### src/rtl/pc_sequencer.sv
// pc_sequencer: four-state instruction sequencer (IDLE, FETCH, DECODE, EXEC)
// holding a 30-bit word-address program counter and the latched instruction.
// Optional trap/exception-return logic is compiled in when the macro
// PC_SEQ_TRAP_EN is defined. Without it, exc, eret and rs_val[1:0] are
// ignored and epc reads as zero.
module pc_sequencer #(
  parameter logic [31:0] RESET_PC = 32'h0000_3000,
  parameter logic [31:0] TRAP_VEC = 32'h0000_4180
) (
  input  logic        clock,
  input  logic        flag_reset,
  input  logic        imem_ack,
  input  logic [31:0] instr,
  input  logic [1:0]  npc_sel,
  input  logic        br_taken,
  input  logic [31:0] rs_val,
  input  logic        stall,
  input  logic        exc,
  input  logic        eret,
  output logic [31:2] pc,
  output logic        imem_req,
  output logic [31:0] instr_q,
  output logic        instr_valid,
  output logic [31:2] epc
);

  typedef enum logic [1:0] {
    IDLE   = 2'd0,
    FETCH  = 2'd1,
    DECODE = 2'd2,
    EXEC   = 2'd3
  } state_t;

  state_t      state_reg;
  logic [29:0] pc_reg;
  logic [31:0] instr_q_reg;
  logic        imem_req_reg;
  logic        instr_valid_reg;

  logic [29:0] pc_plus1;
  logic [29:0] br_off;
  logic [29:0] npc_next;

  assign pc_plus1 = pc_reg + 30'd1;
  // Branch offset is a signed word count taken from the low half of the instruction.
  assign br_off   = {{14{instr_q_reg[15]}}, instr_q_reg[15:0]};

  // Next sequential/branch/jump/register target; all sums wrap at 30 bits.
  always_comb begin
    npc_next = pc_plus1;
    case (npc_sel)
      2'b01:   npc_next = br_taken ? (pc_plus1 + br_off) : pc_plus1;
      2'b10:   npc_next = {pc_plus1[29:26], instr_q_reg[25:0]};
      2'b11:   npc_next = rs_val[31:2];
      default: npc_next = pc_plus1;
    endcase
  end

`ifdef PC_SEQ_TRAP_EN
  logic [29:0] epc_reg;
  logic        misalign;

  // A jr target that is not word aligned is treated as an exception.
  assign misalign = (npc_sel == 2'b11) && (rs_val[1:0] != 2'b00);
  assign epc      = epc_reg;
`else
  logic unused_trap;

  assign unused_trap = ^{exc, eret, rs_val[1:0], TRAP_VEC};
  assign epc         = '0;
`endif

  // Sequencer FSM: state, pc, latched instruction and registered handshake outputs.
  always_ff @(posedge clock) begin
    if (flag_reset) begin
      state_reg       <= IDLE;
      pc_reg          <= RESET_PC[31:2];
      instr_q_reg     <= '0;
      imem_req_reg    <= 1'b0;
      instr_valid_reg <= 1'b0;
`ifdef PC_SEQ_TRAP_EN
      epc_reg         <= '0;
`endif
    end else begin
      case (state_reg)
        IDLE: begin
          state_reg    <= FETCH;
          imem_req_reg <= 1'b1;
        end
        FETCH: begin
          if (imem_ack) begin
            instr_q_reg     <= instr;
            imem_req_reg    <= 1'b0;
            instr_valid_reg <= 1'b1;
            state_reg       <= DECODE;
          end
        end
        DECODE: begin
          instr_valid_reg <= 1'b0;
          state_reg       <= EXEC;
        end
        EXEC: begin
`ifdef PC_SEQ_TRAP_EN
          if (exc || misalign) begin
            epc_reg      <= pc_reg;
            pc_reg       <= TRAP_VEC[31:2];
            state_reg    <= FETCH;
            imem_req_reg <= 1'b1;
          end else if (eret) begin
            pc_reg       <= epc_reg;
            state_reg    <= FETCH;
            imem_req_reg <= 1'b1;
          end else if (!stall) begin
            pc_reg       <= npc_next;
            state_reg    <= FETCH;
            imem_req_reg <= 1'b1;
          end
`else
          if (!stall) begin
            pc_reg       <= npc_next;
            state_reg    <= FETCH;
            imem_req_reg <= 1'b1;
          end
`endif
        end
        default: begin
          state_reg       <= IDLE;
          imem_req_reg    <= 1'b0;
          instr_valid_reg <= 1'b0;
        end
      endcase
    end
  end

  assign pc          = pc_reg;
  assign instr_q     = instr_q_reg;
  assign imem_req    = imem_req_reg;
  assign instr_valid = instr_valid_reg;

endmodule

### config.mk
export PLATFORM = sky130hd
export DESIGN_NAME = pc_sequencer
export DESIGN_NICKNAME = d
export VERILOG_FILES = /design/src/rtl/pc_sequencer.sv
export SDC_FILE = /design/constraint.sdc
export NUM_CORES = 1
export LEC_CHECK = 0
export BUFFER_PORTS_ARGS = -buffer_cell sky130_fd_sc_hd__buf_4
export CAP_MARGIN = 20
export CORE_ASPECT_RATIO = 0.8
export CORE_MARGIN = 3
export CORE_UTILIZATION = 40
export DETAILED_ROUTE_END_ITERATION = 8
export PLACE_DENSITY = 0.67
export SKIP_LAST_GASP = 1
export SYNTH_ARGS = -nofsm -noshare
export SYNTH_HDL_FRONTEND = slang
export SYNTH_SLANG_ARGS = --single-unit
### constraint.sdc
create_clock -name clock -period 3.4 [get_ports clock]
set_input_delay 1.02 -clock clock [delete_from_list [all_inputs] [get_ports clock]]
set_output_delay 1.02 -clock clock [all_outputs]
set_load 0.02 [all_outputs]
==> results of run 1 <==
routing by layer:
metal  vias to the layer above  track usage, %
li1                       2912               -
met1                      2790            33.1
met2                       213            34.7
met3                        16            7.15
met4                         0            4.23
met5                         -               0
stage by stage:
stage | hold WS (ps) | std cells | setup WS [ps] | TNS (ps) | total power [uW]
after floorplan | 507 | 745 | 7.03 | 0 | 1560
after global placement | 443 | 1069 | -124 | -341 | 1950
final | 457 | 1101 | -46.1 | -46.1 | 3020
after global routing | 479 | 1101 | -173 | -692 | 3180
after CTS | 457 | 1086 | 5.93 | 0 | 2970
after detailed placement | 448 | 1069 | -111 | -413 | 1960
layout make-up:
cell class | instances | area, um2
Clock buffer | 11 | 254
Clock inverter | 5 | 60.1
Fill cell | 1193 | 5130
Inverter | 14 | 52.6
Multi-Input combinational cell | 594 | 4250
Sequential cell | 66 | 1350
Tap cell | 175 | 219
Timing Repair Buffer | 236 | 1780
power groups by stage:
| stage | logic (uW) | registers [uW] | clock network [uW] |
|---|---|---|---|
| global placement | 995 | 955 | 0 |
| CTS | 1010 | 941 | 1020 |
| finish | 1080 | 949 | 997 |
| floorplan | 535 | 1030 | 0 |
| detailed placement | 1000 | 956 | 0 |
| global route | 1180 | 960 | 1040 |
cells in the mapped netlist (all sizes together), types with 2 or more instances:
master	n
a211oi	15
a21o	16
a21oi	92
a221o	18
a221oi	3
a31oi	10
and2	4
and3	11
and4	7
buf	38
clkbuf	33
dfxtp	66
ha	38
inv	14
mux2	15
mux2i	12
nand2	110
nand2b	4
nand3	18
nand4	4
nor2	58
nor2b	4
nor3	24
o211ai	4
o21a	4
o21ai	19
o21bai	3
or3	2
xnor2	33
xor2	20
critical path, delay by kind of cell (launching register included):
kind | cells | cell delay [ps]
buffers and inverters | 2 | 310
DFF | 1 | 340
adders and majority gates | 1 | 300
xor gates and xnor gates | 1 | 190
muxes | 1 | 150
AOI/OAI and AO/OA | 7 | 1160
and+or+nand+nor | 6 | 890
final timing paths:
| kind | startpoint | endpoint | slack [ps] | cells past startpoint |
|---|---|---|---|---|
| worst max register to register | pc[5] | pc[30] | -50 | 18 |
| worst min-delay path | instr_q[26] | instr_q[26] | 460 | 2 |
| worst max-delay path | pc[5] | pc[30] | -50 | 18 |
| worst min register to register | instr_q[26] | instr_q[26] | 460 | 2 |
kinds of logic (layout without fill, tap and decap cells):
group / after synthesis / count (layout) / share of synthesized area (%)
and+or+nand+nor: 250 / 250 / 20.9
muxes: 27 / 27 / 5.29
adders and majority gates: 39 / 39 / 9.07
buffers and inverters: 85 / 266 / 8.04
other: 1 / 30 / 0.0686
DFF: 66 / 66 / 24.2
xor gates and xnor gates: 53 / 53 / 8.49
AOI/OAI and AO/OA: 195 / 195 / 24.0
what timing repair did:
action | in CTS | in global routing
pin swaps | 1 | 51
setup endpoints to repair | 12 | 18
hold buffers | 0 | 0
setup buffers | 1 | 15
resized for setup | 9 | 70
==> impl_metrics.yaml, run 1 <==
status:
  outcome: "complete, but fails checks"
  violations: "negative setup slack"
power:
  sequentialPowerShare_pct: 31.4
  peakVddDrop_uv: 373
  p_clk_share_pct: 33.0
  leakagePower_uw: 0.00373
  sw_frac_of_total_pct: 35.5
  internal_power_uw: 1950
  combinationalPowerShare_pct: 35.7
  p_per_area_nw_per_um2: 380
  power_switching_uw: 1070
floorplan:
  die-area_um2: 15100
  ios: 167
  coreArea_um2: 13100
  die_h_um: 111
  dieWidth_um: 137
  rows: 37
  start_util_pct: 41.7
job:
  max-cap-violations: 0
critical_path:
  critical_path_class: "reg -> reg"
  path_max_fanout: 5
  slowest_delay_ps: 340
  start_kind: "flop"
  critPathRequiredTime_ps: 3660
  crit_path_end_kind: "flop"
  cp_data_arrival_time_ps: 3710
  path_cells: "and3_4 -> nand4_1 -> buf_6 -> nor3_4 -> buf_6 -> nand3_4 -> xnor2_2 -> ha_1 -> a21o_1 -> a21o_1 -> a21oi_2 -> nor2_1 -> a211oi_2 -> o31ai_2 -> mux2i_1 -> nor2_1 -> a211o_1 -> a21oi_1"
  cpMaxStageDelayCell: "dfxtp_4"
synthesis:
  synth_edf_count: 0
  yosys_warnings: 0
  async_reset_ff_share_pct: 0
  synth.avg_cell_area_um2: 7.63
  synthFlopType: "dfxtp_1"
  synth_area_leader_cell: "dfxtp_1"
  syn-cell-area_um2: 5470
  yosys-top-cells-area: "dfxtp_1, ha_1, a21oi_1"
  synth_top_area_share_pct: 24.2
  ys_seq_area_share_pct: 24.2
  ys_ff_latch: 66
  yosysUniqueCellTypes: 59
  synthCells: 716
placed_design:
  io_buffers: 132
  place_congestion: 0.889
  placed_area_um2: 7100
  hpwl_mm: 13.2
clock_network:
  cts_tree: "done"
  clk_pin_slew_ps: 60
  clockBufferDepth: 2
  cts.sinks: 66
  numCtsBuffers: 9
  clkLatencyLatePin_ps: 340
  cts_root_buffer: "clkbuf_16"
  htree_num_levels: 3
sta:
  final.period_utilization_pct: 101
  slew_headroom_pct: 47.0
  slew_violations: 0
  fmax_ghz: 0.290
  setup_slack_ps: -46.1
  fin_skew_ps: 6.92
  finalSetupViolCount: 1
  rsz0062_at_grt: "yes"
  period_needed_ps: 3450
  worst_slew_pin_slew_ps: 794
  hold_viol_final: 0
detailed_routing:
  first_iter_violations: 422
  wire_per_inst_um: 16.8
  viasPerCell: 5.39
  first_pass_iters: 5
  wl_met2_mm: 8.07
  vias: 5931
  drtAntennaViolNets: 0
  drc_errors: 0
  wl_met1_mm: 8.70
  wl_mm: 18.5
  wl_met3_mm: 1.54
  maxUsedRoutingLayer: "met4"
grt:
  grt_pass1_vias: 5595
  grt_overflow: 0
  grt_first_pass_wirelength_mm: 28.5
  antenna_found_initial: 0
  grt_max_degree: 67
  grtUsageTotal_pct: 23.2
finish:
  drive_above_1_share_pct: 38.2
  finalNetCount: 1033
  largest_reg_flops: 32
  final_cell_area_um2: 7970
  final_cell_mix: "buf_4, nand2_1, a21oi_1"
  antennaDiodeCount: 0
  post-route-util_pct: 60.8
  final_common_cell: "buf_4"
  synthToLayoutAreaGrowth_pct: 45.8
min_path:
  min-delay-path-class: "reg -> reg"
No activity file was read; power rests on OpenSTA's default activity.
==> run 2, diff against run 1 <==
--- a/config.mk
+++ b/config.mk
@@ -11,7 +11,8 @@
 export CORE_MARGIN = 3
 export CORE_UTILIZATION = 40
 export DETAILED_ROUTE_END_ITERATION = 8
-export PLACE_DENSITY = 0.67
+export PLACE_DENSITY = 0.65
+export SETUP_SLACK_MARGIN = 0.3
 export SKIP_LAST_GASP = 1
 export SYNTH_ARGS = -nofsm -noshare
 export SYNTH_HDL_FRONTEND = slang
==> run 2 against run 1 <==
  * The flow now finishes without violations
  * Sequential share of layout area decreased by 0.48 points
  * First-iteration DRC count grew 9.7%
  * Register-to-register slack improved by 60 ps
  * Critical path type unchanged
==> impl_metrics.yaml, run 2 (synthesized netlist as in run 1, its figures left out) <==
clock_network:
  numCtsBuffers: 9
  cts_root_buffer: "clkbuf_16"
  cts.sinks: 66
  clockBufferDepth: 2
  clk_pin_slew_ps: 60
  cts_tree: "done"
  clkLatencyLatePin_ps: 350
  htree_num_levels: 3
  cts_hold_buf: 0
power:
  internal_power_uw: 1970
  combinationalPowerShare_pct: 37.3
  sw_frac_of_total_pct: 35.5
  leakagePower_uw: 0.00381
  sequentialPowerShare_pct: 31.0
  power_switching_uw: 1080
  p_per_area_nw_per_um2: 372
  peakVddDrop_uv: 298
  p_clk_share_pct: 31.7
finish:
  antennaDiodeCount: 0
  finalNetCount: 1031
  final_common_cell: "buf_4"
  synthToLayoutAreaGrowth_pct: 50.0
  fillCellCount: 1118
  fin_cells: 1099
  final_cell_mix: "buf_4, nand2_1, a21oi_1"
  largest_reg_flops: 32
  drive_above_1_share_pct: 41.3
sta:
  fin_skew_ps: 8.70
  period_needed_ps: 3390
  setup_slack_ps: 9.99
  final.period_utilization_pct: 99.7
  rsz0062_at_grt: "yes"
  slew_headroom_pct: 49.3
  hold_ws_ps: 461
  finalSetupViolCount: 0
  hold_viol_final: 0
  slew_violations: 0
  fmax_ghz: 0.295
  worst_slew_pin_slew_ps: 761
grt:
  grt_overflow: 0
  grtUsageTotal_pct: 23.7
  grt_max_degree: 67
  grt_first_pass_wirelength_mm: 29.0
  antenna_found_initial: 0
  grt_pass1_vias: 5686
detailed_routing:
  wl_mm: 18.8
  drc_errors: 0
  wire_per_inst_um: 17.1
  viasPerCell: 5.44
  first_pass_iters: 5
  drtAntennaViolNets: 0
  first_iter_violations: 463
  vias: 5984
critical_path:
  crit_path_end_kind: "flop"
  rr_startpoint: "pc[5]"
  cpLargestDelayFamily: "compound AO/OA/AOI/OAI gates"
  reg2regPathDepth: 18
  r2r_end: "pc[31]"
  path_cells: "and3_4 -> nand4_1 -> buf_6 -> inv_2 -> nand3_2 -> xnor2_2 -> buf_4 -> ha_1 -> nand2_1 -> o21bai_1 -> a31oi_1 -> a21oi_2 -> buf_4 -> o21ai_2 -> o2bb2ai_2 -> xnor2_2 -> a221o_1 -> a41oi_2"
  slowest_delay_ps: 360
  path_max_fanout: 3
  cp_data_arrival_time_ps: 3660
  r2r_slack_ps: 10
  critPathRequiredTime_ps: 3670
  crit_buf_inv: 4
  start_kind: "flop"
  cpMaxStageDelayCell: "a31oi_1"
  critical_path_class: "reg -> reg"
placed_design:
  place_ws_ps: -108
  hpwl_mm: 13.0
  place_congestion: 0.903
  dp_cells: 1050
  io_buffers: 132
floorplan:
  dieWidth_um: 137
  ios: 167
  rows: 37
  start_util_pct: 41.7
  coreArea_um2: 13100
  die_h_um: 111
  die-area_um2: 15100
job:
  max-cap-violations: 0
min_path:
  hold_depth: 2
  min-delay-path-class: "reg -> reg"
  hold_start: "instr_q[26]"
  whs_endpoint: "instr_q[26]"
status:
  outcome: "finished, final reports clean"
[run 2: area by class of cell]
| cell class | count | area, um2 | share of cell area (%) |
|---|---|---|---|
| well taps | 175 | 219 | 2.67 |
| flip-flops and latches | 66 | 1350 | 16.5 |
| multi-input cells | 594 | 4460 | 54.4 |
| repair buffers | 234 | 1820 | 22.1 |
| clock inverters | 5 | 51.3 | 0.626 |
| inverters | 14 | 52.6 | 0.641 |
| clock buffers | 11 | 253 | 3.08 |
[run 2: what timing repair did]
item                                    CTS  global route
pin swaps                                31            61
buffers inserted                         12            21
gates resized for setup                  43            76
endpoints found under the setup margin   21            21
[run 2: how the worst max path moves through the flow]
stage,startpoint,endpoint,cells after the start
3_5_place_dp,pc[5],pc[29],16
3_3_place_gp,pc[6],pc[31],17
4_1_cts,pc[5],pc[31],17
6_report,pc[5],pc[31],18
2_1_floorplan,pc[4],pc[31],17
5_1_grt,pc[5],pc[31],18
[run 2: metal layers]
layer	vias to the layer above	track usage (%)	share of wire, %	wire (um)
met5	-	0	0	0
met4	0	7.25	2.1	391
met3	36	5.97	7.1	1340
met2	207	36.7	45	8520
met1	2843	32.3	45	8520
li1	2898	-	-	-
[run 2: per-stage QoR]
step	TNS (ps)	area, um2	utilization (%)	total power (uW)
floorplan	0	5660	-	1570
global placement	-103	7000	53.4	1910
detailed placement	-293	7000	53.4	1930
CTS	0	7620	58.2	2950
global route	-1210	8200	62.6	3210
finish	0	8200	62.6	3050
[run 2: worst register-to-register path: stages, from the launching register on]
cell       delay [ps]
dfxtp_4           340
and3_4            190
nand4_1           100
buf_6             160
inv_2              60
nand3_2            90
xnor2_2           170
buf_4             160
ha_1              300
nand2_1            70
o21bai_1          150
a31oi_1           360
a21oi_2           140
buf_4             160
o21ai_2           170
o2bb2ai_2         100
xnor2_2           150
a221o_1           310
a41oi_2           130
[run 2: power groups by stage]
| stage | registers [uW] | logic (uW) | clock network, uW |
|---|---|---|---|
| global route | 959 | 1230 | 1020 |
| floorplan | 1030 | 541 | 0 |
| detailed placement | 953 | 982 | 0 |
| global placement | 947 | 960 | 0 |
| CTS | 942 | 1030 | 979 |
| finish | 946 | 1140 | 967 |
